==> config.mk <==
export PLATFORM = sky130hd
export DESIGN_NAME = memory_dumper
export DESIGN_NICKNAME = d
export VERILOG_FILES = /design/src/rtl/memory_dumper_pkg.sv /design/src/rtl/memory_dumper.sv
export SDC_FILE = /design/constraint.sdc
export NUM_CORES = 1
export LEC_CHECK = 0
export ABC_AREA = 1
export CAP_MARGIN = 10
export CORE_MARGIN = 2
export CORE_UTILIZATION = 44
export DETAILED_ROUTE_END_ITERATION = 6
export GPL_TIMING_DRIVEN = 1
export PLACE_DENSITY = 0.77
export SYNTH_ARGS = -nofsm -noshare
export SYNTH_HDL_FRONTEND = slang
export SYNTH_SLANG_ARGS = --single-unit
export TNS_END_PERCENT = 100
==> constraint.sdc <==
create_clock -name clk_i -period 1.52 [get_ports clk_i]
set_clock_uncertainty 0.1 [all_clocks]
set_input_delay 0.228 -clock clk_i [delete_from_list [all_inputs] [get_ports clk_i]]
set_output_delay 0.228 -clock clk_i [all_outputs]
set_load 0.005 [all_outputs]
==> src/rtl/memory_dumper_pkg.sv <==
// Shared definitions for the memory programmer/dumper pair: default widths
// and the dumper FSM state encoding.
package memory_dumper_pkg;

   localparam int UART_DATA_LENGTH_DEF     = 8;
   localparam int REGISTER_WIDTH_DEF       = 4;
   localparam int MEMORY_ADDRESS_WIDTH_DEF = 4;

   typedef enum logic [2:0] {
      IDLE    = 3'd0,
      READ_HI = 3'd1,
      CAPT_HI = 3'd2,
      READ_LO = 3'd3,
      CAPT_LO = 3'd4,
      SEND    = 3'd5,
      DONE    = 3'd6
   } dump_state_e;

endpackage : memory_dumper_pkg

==> src/rtl/memory_dumper.sv <==
// Walks the whole memory, pairs consecutive nibbles into bytes (even address
// in the high nibble) and offers each byte to a UART transmitter with a
// valid/ready handshake. Pulses done_o once the address counter wraps.
module memory_dumper
   import memory_dumper_pkg::*;
#(
   parameter int UART_DATA_LENGTH     = UART_DATA_LENGTH_DEF,
   parameter int REGISTER_WIDTH       = REGISTER_WIDTH_DEF,
   parameter int MEMORY_ADDRESS_WIDTH = MEMORY_ADDRESS_WIDTH_DEF
) (
   input  logic                            clk_i,
   input  logic                            reset_ni,
   input  logic                            start_i,
   input  logic [REGISTER_WIDTH-1:0]       mem_data_i,
   output logic [MEMORY_ADDRESS_WIDTH-1:0] mem_addr_o,
   output logic                            mem_rd_en_o,
   output logic [UART_DATA_LENGTH-1:0]     tx_data_o,
   output logic                            tx_valid_o,
   input  logic                            tx_ready_i,
   output logic                            busy_o,
   output logic                            done_o
);

   dump_state_e                     state_q;
   dump_state_e                     state_d;
   logic [MEMORY_ADDRESS_WIDTH-1:0] addr_q;
   logic [UART_DATA_LENGTH-1:0]     data_q;

   // State register; reset is synchronous so it only takes effect on an edge.
   always_ff @(posedge clk_i) begin
      // NOTE: clocked state always uses non-blocking assignments so every
      // register samples the pre-edge values, independent of block order.
      if (!reset_ni) state_q <= IDLE;
      else           state_q <= state_d;
   end

   // Next-state logic: one pass per byte is READ_HI..SEND, then loop or finish.
   always_comb begin
      // NOTE: default assignment first so no path leaves state_d unassigned,
      // which would otherwise infer a latch.
      state_d = state_q;
      unique case (state_q)
         IDLE:    if (start_i) state_d = READ_HI;
         READ_HI: state_d = CAPT_HI;
         CAPT_HI: state_d = READ_LO;
         READ_LO: state_d = CAPT_LO;
         CAPT_LO: state_d = SEND;
         SEND: begin
            // The counter has already advanced past the odd address, so zero
            // here means the last word of the memory has been packed.
            if (tx_ready_i) state_d = (addr_q == '0) ? DONE : READ_HI;
         end
         DONE:    state_d = IDLE;
         default: state_d = IDLE;
      endcase
   end

   // Address counter and byte register: cleared on start, updated on capture.
   always_ff @(posedge clk_i) begin
      if (!reset_ni) begin
         addr_q <= '0;
         data_q <= '0;
      end else begin
         unique case (state_q)
            IDLE: begin
               if (start_i) addr_q <= '0;
            end
            CAPT_HI: begin
               data_q[UART_DATA_LENGTH-1 -: REGISTER_WIDTH] <= mem_data_i;
               addr_q <= addr_q + MEMORY_ADDRESS_WIDTH'(1);
            end
            CAPT_LO: begin
               data_q[REGISTER_WIDTH-1:0] <= mem_data_i;
               addr_q <= addr_q + MEMORY_ADDRESS_WIDTH'(1);
            end
            default: ;
         endcase
      end
   end

   // Outputs decoded from state; everything is zero outside its active state.
   always_comb begin
      mem_addr_o  = '0;
      mem_rd_en_o = 1'b0;
      tx_data_o   = '0;
      tx_valid_o  = 1'b0;
      done_o      = 1'b0;
      busy_o      = (state_q != IDLE);
      unique case (state_q)
         READ_HI, READ_LO: begin
            mem_rd_en_o = 1'b1;
            mem_addr_o  = addr_q;
         end
         SEND: begin
            tx_valid_o = 1'b1;
            tx_data_o  = data_q;
         end
         DONE:    done_o = 1'b1;
         default: ;
      endcase
   end

endmodule : memory_dumper
# Word level (Yosys, flattened, before mapping)
# Cells that the tools add are included.
[word_totals] output_inout_bits=16 word_cells=32 ff_bits=15 in_bits=8
[op_classes] n_reduce_logical=8 eq_ne=8 muxes=11 add_sub_neg=1
[op_table] cell="3-bit one-hot mux with 6 select lines" n=1
[op_table] cell="3-bit equality test (second input constant)" n=3
[op_table] cell="3-bit 2-to-1 mux" n=3
[op_table] cell="4-bit 2-to-1 mux" n=2
[op_table] cell="8-bit 2-to-1 mux" n=1
[op_table] cell="4-bit one-hot mux with 2 select lines" n=1
[op_table] cell="3-bit by 2-bit equality test with 1-bit output (second input constant)" n=2
[op_table] cell="4-bit by 1-bit adder with 4-bit output (second input constant)" n=1
[op_table] cell="4-bit logical NOT" n=1
[op_table] cell="2-bit != test (second input constant)" n=2
[op_table] cell="2-bit AND reduction" n=2
[op_table] cell="2-bit OR reduction" n=2
[op_table] cell="3-bit by 1-bit equality test with 1-bit output (second input constant)" n=1
[op_table] cell="3-bit logical NOT" n=1
[op_table] cell="1-bit 2-to-1 mux" n=3
[op_table] cell="3-bit nonzero test" n=1
[op_table] cell="2-bit nonzero test" n=1

# Longest topological paths before layout
# Gate-level depths: netlist of the first run.
[depth] depth_word=4 mapped_depth=8 depth_no_buf=8

# Worst setup path after synthesis of the first run
# No wires, ideal clock.
[synth_path] path_kind="reg2out" start="register state_q[0]" end="output mem_addr_o[0]" t_arrival_ns=0.881 stages_incl_launch_ff=5 n_path_buf=0 setup_slack_ns=0.311 path_cell_list="dfxtp_1 inv_1 nor2_1 inv_1 nor2_1"
[synth_via] elab_chain_len=3 word_cells_on_any_way=4 cone_classes="eq/ne: 2; mux: 1; reduce/logical: 1"
[synth_lines] item="start, declared" line="memory_dumper.sv:24" text="dump_state_e state_q;"
[synth_lines] item="start signal, assigned" line="memory_dumper.sv:34" text="else state_q <= state_d;"
[synth_lines] item="3-bit by 1-bit equality test with 1-bit output / 3-bit by 2-bit equality test with 1-bit output (equally long branches)" line="memory_dumper.sv:89" text="unique case (state_q)"
[synth_lines] item="2-bit OR reduction *" line="memory_dumper.sv:89"
[synth_lines] item="4-bit 2-to-1 mux *" line="memory_dumper.sv:89"
[synth_lines] item="end, declared" line="memory_dumper.sv:15" text="output logic [MEMORY_ADDRESS_WIDTH-1:0] mem_addr_o,"
# Mark *: on every way between the ends. The rest lies on a longest branch, timed or not.

# Worst setup path in the final report of the first run
[layout_path] start="register state_q[0]" end="output mem_addr_o[1]"
# The elaborated chain is that of the path after synthesis.

==> flow_metrics.tcl, run 1 <==
set metrics [dict create \
    synth_seq_cells 15 \
    ant_nets 0 \
    synth_most_common_cell "nand2_1" \
    use_met3_pct 3.97 \
    hold_viol_final 0 \
    critPathMostFrequentCell "inv_2" \
    setup_viol 0 \
    drive_gt1_share_pct 34.0 \
    synth.avg_cell_area_um2 6.83 \
    fp.dieH_um 45.7 \
    power_frac_seq_pct 49.4 \
    fin_setup_tns_ns 0 \
    synth_area_leaders "dfxtp_1, nand2_1, a21oi_1" \
    finalCriticalPeriod_ns 1.49 \
    wl_per_cell_um 11.9 \
    grt_max_degree 11 \
    diodes 0 \
    synth_top_cell_by_area "dfxtp_1" \
    die_w_um 45.7 \
    cts_max_level 1 \
    io_buffers 23 \
    worst_setup_path_end_kind "output port" \
    synthCells 112 \
    p_per_area_mw_per_mm2 745 \
    internal_power_mw 0.615 \
    dp_hpwl_um 1340 \
    critPathMaxFanout 4 \
    worstSetupPathType "register to output port" \
    grtUsageMet2_pct 36.6 \
    syn_nets 122 \
    drc 0 \
    rsz0062_at_grt "yes" \
    drt_iter0_markers 10 \
    ff2ff_setup_slack_ns 0.12 \
    status "completed" \
    synth_area_um2 764 \
    min-delay-start "data_q[2]" \
    nNetsFinal 164 \
    synth_ff_type "dfxtp_1" \
    combPwrFrac_pct 24.7 \
    critPathMaxStageDelay_ns 0.38 \
    startpoint_type "register" \
    crit_chain "inv_2 -> nor2_4 -> buf_6 -> inv_2 -> nor2_1 -> buf_2" \
    cts_tree "yes" \
    ys_types 16 \
    grt_antenna_before_repair 0 \
    worstReg2RegEnd "addr_q[0]" \
    timing.hold.ws_ns 0.358 \
    critPathTopFamily "flip-flops" \
    hold_class "register to register" \
    seq_area_frac_synth_pct 39.3 \
    vdd_ir_drop_max_mv 0.515 \
    tightest_slew_ns 0.254 \
    critical_path_buf_inv_count 4 \
    period_share_pct 97.8 \
    grt_pass1_wl_um 3060 \
    root_buffer "clkbuf_4" \
    yosysWarnings 0 \
    synth_top_area_share_pct 39.3 \
    firstDrtPassIters 4 \
    holdPathStages 2 \
    switching_share_pct 28.1 \
    area_growth_pct 50.2 \
    rows 15 \
    leakage_nw 0.513 \
    synthArstFlopShare_pct 0 \
    max_freq_ghz 0.673 \
    p_switching_mw 0.240 \
    grt_use_total_pct 20.6 \
    ff2ff_path_depth 7 \
    routed_wl_um 2020 \
    clockBufferDepth 2 \
    gp_congestion 0.862 \
    arrival_ns 1.16 \
    cap_violations 0 \
    via_per_inst 4.94 \
    clk_pin_slew_ns 0.09 \
    gr-usage-met1_pct 23.5 \
    gr-total-overflow 0 \
    rr_startpoint "state_q[2]" \
    placed_cell_area_mm2 0.00108 \
    maxSlewViolCount 0 \
    core_area_mm2 0.00167 \
    yosys-top-cells-count "nand2_1, inv_1, nor2_1, dfxtp_1, a21oi_1" \
    gr-max-usage-layer "met2" \
    worstPathRequired_ns 1.19 \
    clk_latency_ns 0.27 \
    critical_path.slowest_cell "dfxtp_4" \
    grt_pass1_vias 744 \
    maxSlewHeadroom_pct 83.0 \
    num_vias 839 \
    dieArea_mm2 0.00209 \
    finalPower_mw 0.855 \
    start_util_pct 45.8 \
    p_clk_share_pct 25.9 \
    holdPathEnd "data_q[2]" \
    io_pins 24 \
    synth-edff-count 0 \
    clkSinkCount 15 \
    final_cell_area_mm2 0.00115 \
    tritoncts.num_buffers 3 \
]
logic make-up after synthesis:
kind of cell,after synthesis,synth area share (%)
compound gates,23,15.9
buf+inv,20,9.82
simple gates,51,30.6
flops,15,39.3
fa+ha+maj,2,3.27
xor+xnor,1,1.15
final cells by class:
cell class              count  area (um2)
clock buffers               4        26.3
fillers                   145         522
inverters                  20        75.1
multi-input cells          78         432
flip-flops and latches     15         309
well taps                  17        21.3
repair buffers             36         285
state kept, by name, indices dropped and copies added, names as in the netlist:
name     flops
addr_q       4
data_q       8
state_q      3
power groups by stage:
stage               clock (mW)  combinational, mW  sequential [mW]
finish                   0.221              0.211            0.423
global route             0.245              0.231            0.425
CTS                      0.233              0.202            0.421
detailed placement           0              0.177            0.430
global placement             0              0.172            0.429
floorplan                    0             0.0857            0.434
worst register-to-register path, delay by kind of cell, from the launching register on:
family,cells,cell delay [ns]
flops,1,0.39
simple gates,2,0.15
buf+inv,3,0.38
compound gates,2,0.32
metrics by stage:
stage | instances | util (%) | worst slack [ns]
after detailed placement | 161 | 64.9 | -0.0772
final | 170 | 68.8 | 0.0333
after global routing | 170 | 68.8 | -0.0413
after CTS | 170 | 69.6 | -0.0480
after global placement | 161 | 64.9 | -0.0330
after floorplan | 112 | - | 0.311
layout by cell type, fill, tap and decap left out, drive strengths merged:
cell type      synthesis  layout
dlygate4sd2            0       1
ha                     2       2
nor2                  20      20
o21bai                 1       1
clkdlybuf4s15          0       2
nand4                  1       1
xor2                   1       1
nand3                  8       9
buf                    0      20
clkdlybuf4s50          0       7
dfxtp                 15      15
nand2                 22      22
clkbuf                 0      10
o21ai                  8       8
inv                   20      20
a21oi                 14      14
worst max path at each step:
stage,start,to,cells after the start
finish,state_q[0],mem_addr_o[1],6
global route,state_q[0],mem_addr_o[1],6
floorplan,state_q[0],mem_addr_o[0],4
CTS,state_q[2],tx_data_o[1],4
detailed placement,state_q[0],mem_addr_o[1],5
global placement,state_q[0],mem_addr_o[2],5
metal layers:
layer	vias to the layer above	share of wire, %
li1	439	-
met4	0	0.40
met2	35	52
met1	363	40
met3	2	7.3
met5	-	0
timing repair:
item,in CTS,in global routing
resized for setup,47,24
hold buffers,0,0
endpoints found under the setup margin,16,15
endpoints found under the hold margin,0,0
gates cloned,1,0
buffers inserted,4,0
pin swaps,2,4
(Power assumes the default switching activity.)
==> inputs of run 2 (changes only) <==
--- a/config.mk
+++ b/config.mk
@@ -15,4 +15,4 @@
 export SYNTH_ARGS = -nofsm -noshare
 export SYNTH_HDL_FRONTEND = slang
 export SYNTH_SLANG_ARGS = --single-unit
-export TNS_END_PERCENT = 100
+export TNS_END_PERCENT = 10
==> flow_metrics.tcl, run 2 (synthesized netlist as in run 1, its figures left out) <==
set metrics [dict create \
    cts_tree "yes" \
    vdd_ir_drop_max_mv 0.511 \
    io_pins 24 \
    dp_hpwl_um 1340 \
    grt_pass1_vias 719 \
    hold_viol_final 0 \
    nNetsFinal 162 \
    largest_reg_flops 8 \
    rows 15 \
    drt_iter0_markers 11 \
    worst_setup_path_end_kind "output port" \
    critPathMaxStageDelay_ns 0.48 \
    internal_power_mw 0.608 \
    clkSinkCount 15 \
    arrival_ns 1.41 \
    maxSlewViolCount 0 \
    top_register "data_q" \
    combPwrFrac_pct 23.4 \
    setup_viol 4 \
    register_area_um2 309 \
    io_buffers 23 \
    wl_per_cell_um 11.9 \
    fin_cells 168 \
    max_freq_ghz 0.574 \
    cap_violations 0 \
    p_switching_mw 0.243 \
    final_cell_mix "nand2_1, inv_1, nor2_1, a21oi_1, dfxtp_1" \
    start_util_pct 45.8 \
    num_vias 824 \
    die_w_um 45.7 \
    cts_max_level 1 \
    grt_use_total_pct 21.1 \
    period_share_pct 115 \
    final_common_cell "nand2_1" \
    via_per_inst 4.90 \
    grt_pass1_wl_um 3120 \
    worstSetupPathType "register to output port" \
    switching_share_pct 28.6 \
    grt_antenna_before_repair 0 \
    worst_slack_ns -0.221 \
    worstPathRequired_ns 1.19 \
    top_regs "data_q x8, addr_q x4, state_q x3" \
    dp_cells 161 \
    critical_path.slowest_cell "clkdlybuf4s50_1" \
    critPathTopFamily "buffers and inverters" \
    core_area_mm2 0.00167 \
    p_clk_share_pct 27.1 \
    clk_latency_ns 0.28 \
    tritoncts.num_buffers 3 \
    drc 0 \
    power_frac_seq_pct 49.6 \
    diodes 0 \
    crit_chain "inv_1 -> nor2_2 -> buf_4 -> clkdlybuf4s50_1" \
    fin_util_pct 68.5 \
    multi_input_area_um2 419 \
    status "finished with violations" \
    startpoint_type "register" \
    critPathMaxFanout 3 \
    clk_pin_slew_ns 0.10 \
    leakage_nw 0.515 \
    rsz0062_at_grt "yes" \
    grt_max_degree 11 \
    violations "setup timing" \
    ant_nets 0 \
    p_per_area_mw_per_mm2 744 \
    critical_path_buf_inv_count 3 \
    gr-total-overflow 0 \
    maxSlewHeadroom_pct 82.8 \
    root_buffer "clkbuf_4" \
    routed_wl_um 1990 \
    tightest_slew_ns 0.258 \
    fp.dieH_um 45.7 \
    hold_buffers 0 \
    gp_congestion 0.862 \
    firstDrtPassIters 4 \
    drive_gt1_share_pct 26.5 \
    finalCriticalPeriod_ns 1.74 \
    nFillCells 150 \
    hold_class "register to register" \
    dieArea_mm2 0.00209 \
    area_growth_pct 49.8 \
    clockBufferDepth 2 \
]
run 2: changes by cell type in the layout (fill, tap and decap cells not counted), moves of 2 or more:
cell / delta
buf_2: -7
buf_6: -3
inv_2: -3
nor2_1: +3
clkdlybuf4s15_1: +2
inv_1: +2
nor2_2: -2
run 2: path summary, 6_finish.rpt:
path	end	cells after the start	slack [ns]	from
hold / removal	data_q[3]	2	0.35	data_q[3]
setup / recovery	mem_rd_en_o	4	-0.22	state_q[0]
setup reg to reg	addr_q[0]	7	0.11	state_q[0]
hold reg to reg	data_q[3]	2	0.35	data_q[3]
run 2: timing repair:
item,in CTS,in global routing
setup endpoints to repair,16,18
cloned,1,0
gates resized for setup,30,17
buffers inserted,2,0
pin swaps,2,0
run 2: worst register-to-register path: stages (launching register included):
cell	delay, ns
dfxtp_4	0.37
buf_4	0.15
nor2_4	0.10
nand2_2	0.07
buf_4	0.14
o21bai_2	0.20
nand2_1	0.08
a21oi_1	0.12
run 2: metal layers:
metal | global-route usage (%) | vias up | part of all wire [%]
li1 | - | 436 | -
met1 | 24.2 | 364 | 43
met2 | 38.0 | 24 | 52
met3 | 3.97 | 0 | 5.2
met4 | 8.24 | 0 | 0
met5 | 0 | - | 0
run 2: metrics by stage:
| stage | setup slack, ns | area [um2] | TNS, ns | power (mW) | hold slack, ns |
|---|---|---|---|---|---|
| after floorplan | 0.311 | 764 | 0 | 0.520 | 0.266 |
| after global placement | -0.0330 | 1080 | -0.135 | 0.601 | 0.341 |
| after detailed placement | -0.0772 | 1080 | -0.355 | 0.607 | 0.343 |
| after CTS | -0.235 | 1160 | -0.511 | 0.853 | 0.357 |
| after global routing | -0.253 | 1140 | -0.626 | 0.888 | 0.376 |
| final | -0.221 | 1140 | -0.269 | 0.852 | 0.353 |
run 2: layout make-up:
cell class              count  share of cell area, %
clock buffers               4                   2.30
inverters                  20                   6.78
multi-input cells          78                   36.6
flip-flops and latches     15                   27.0
well taps                  17                   1.86
repair buffers             34                   25.5
run 2: power groups by stage:
| stage | Sequential, mW | Clock, mW | Combinational [mW] |
|---|---|---|---|
| final | 0.422 | 0.230 | 0.199 |
| after global routing | 0.424 | 0.246 | 0.218 |
| after CTS | 0.421 | 0.233 | 0.199 |
| after detailed placement | 0.430 | 0 | 0.177 |
| after global placement | 0.429 | 0 | 0.172 |
| after floorplan | 0.434 | 0 | 0.0857 |
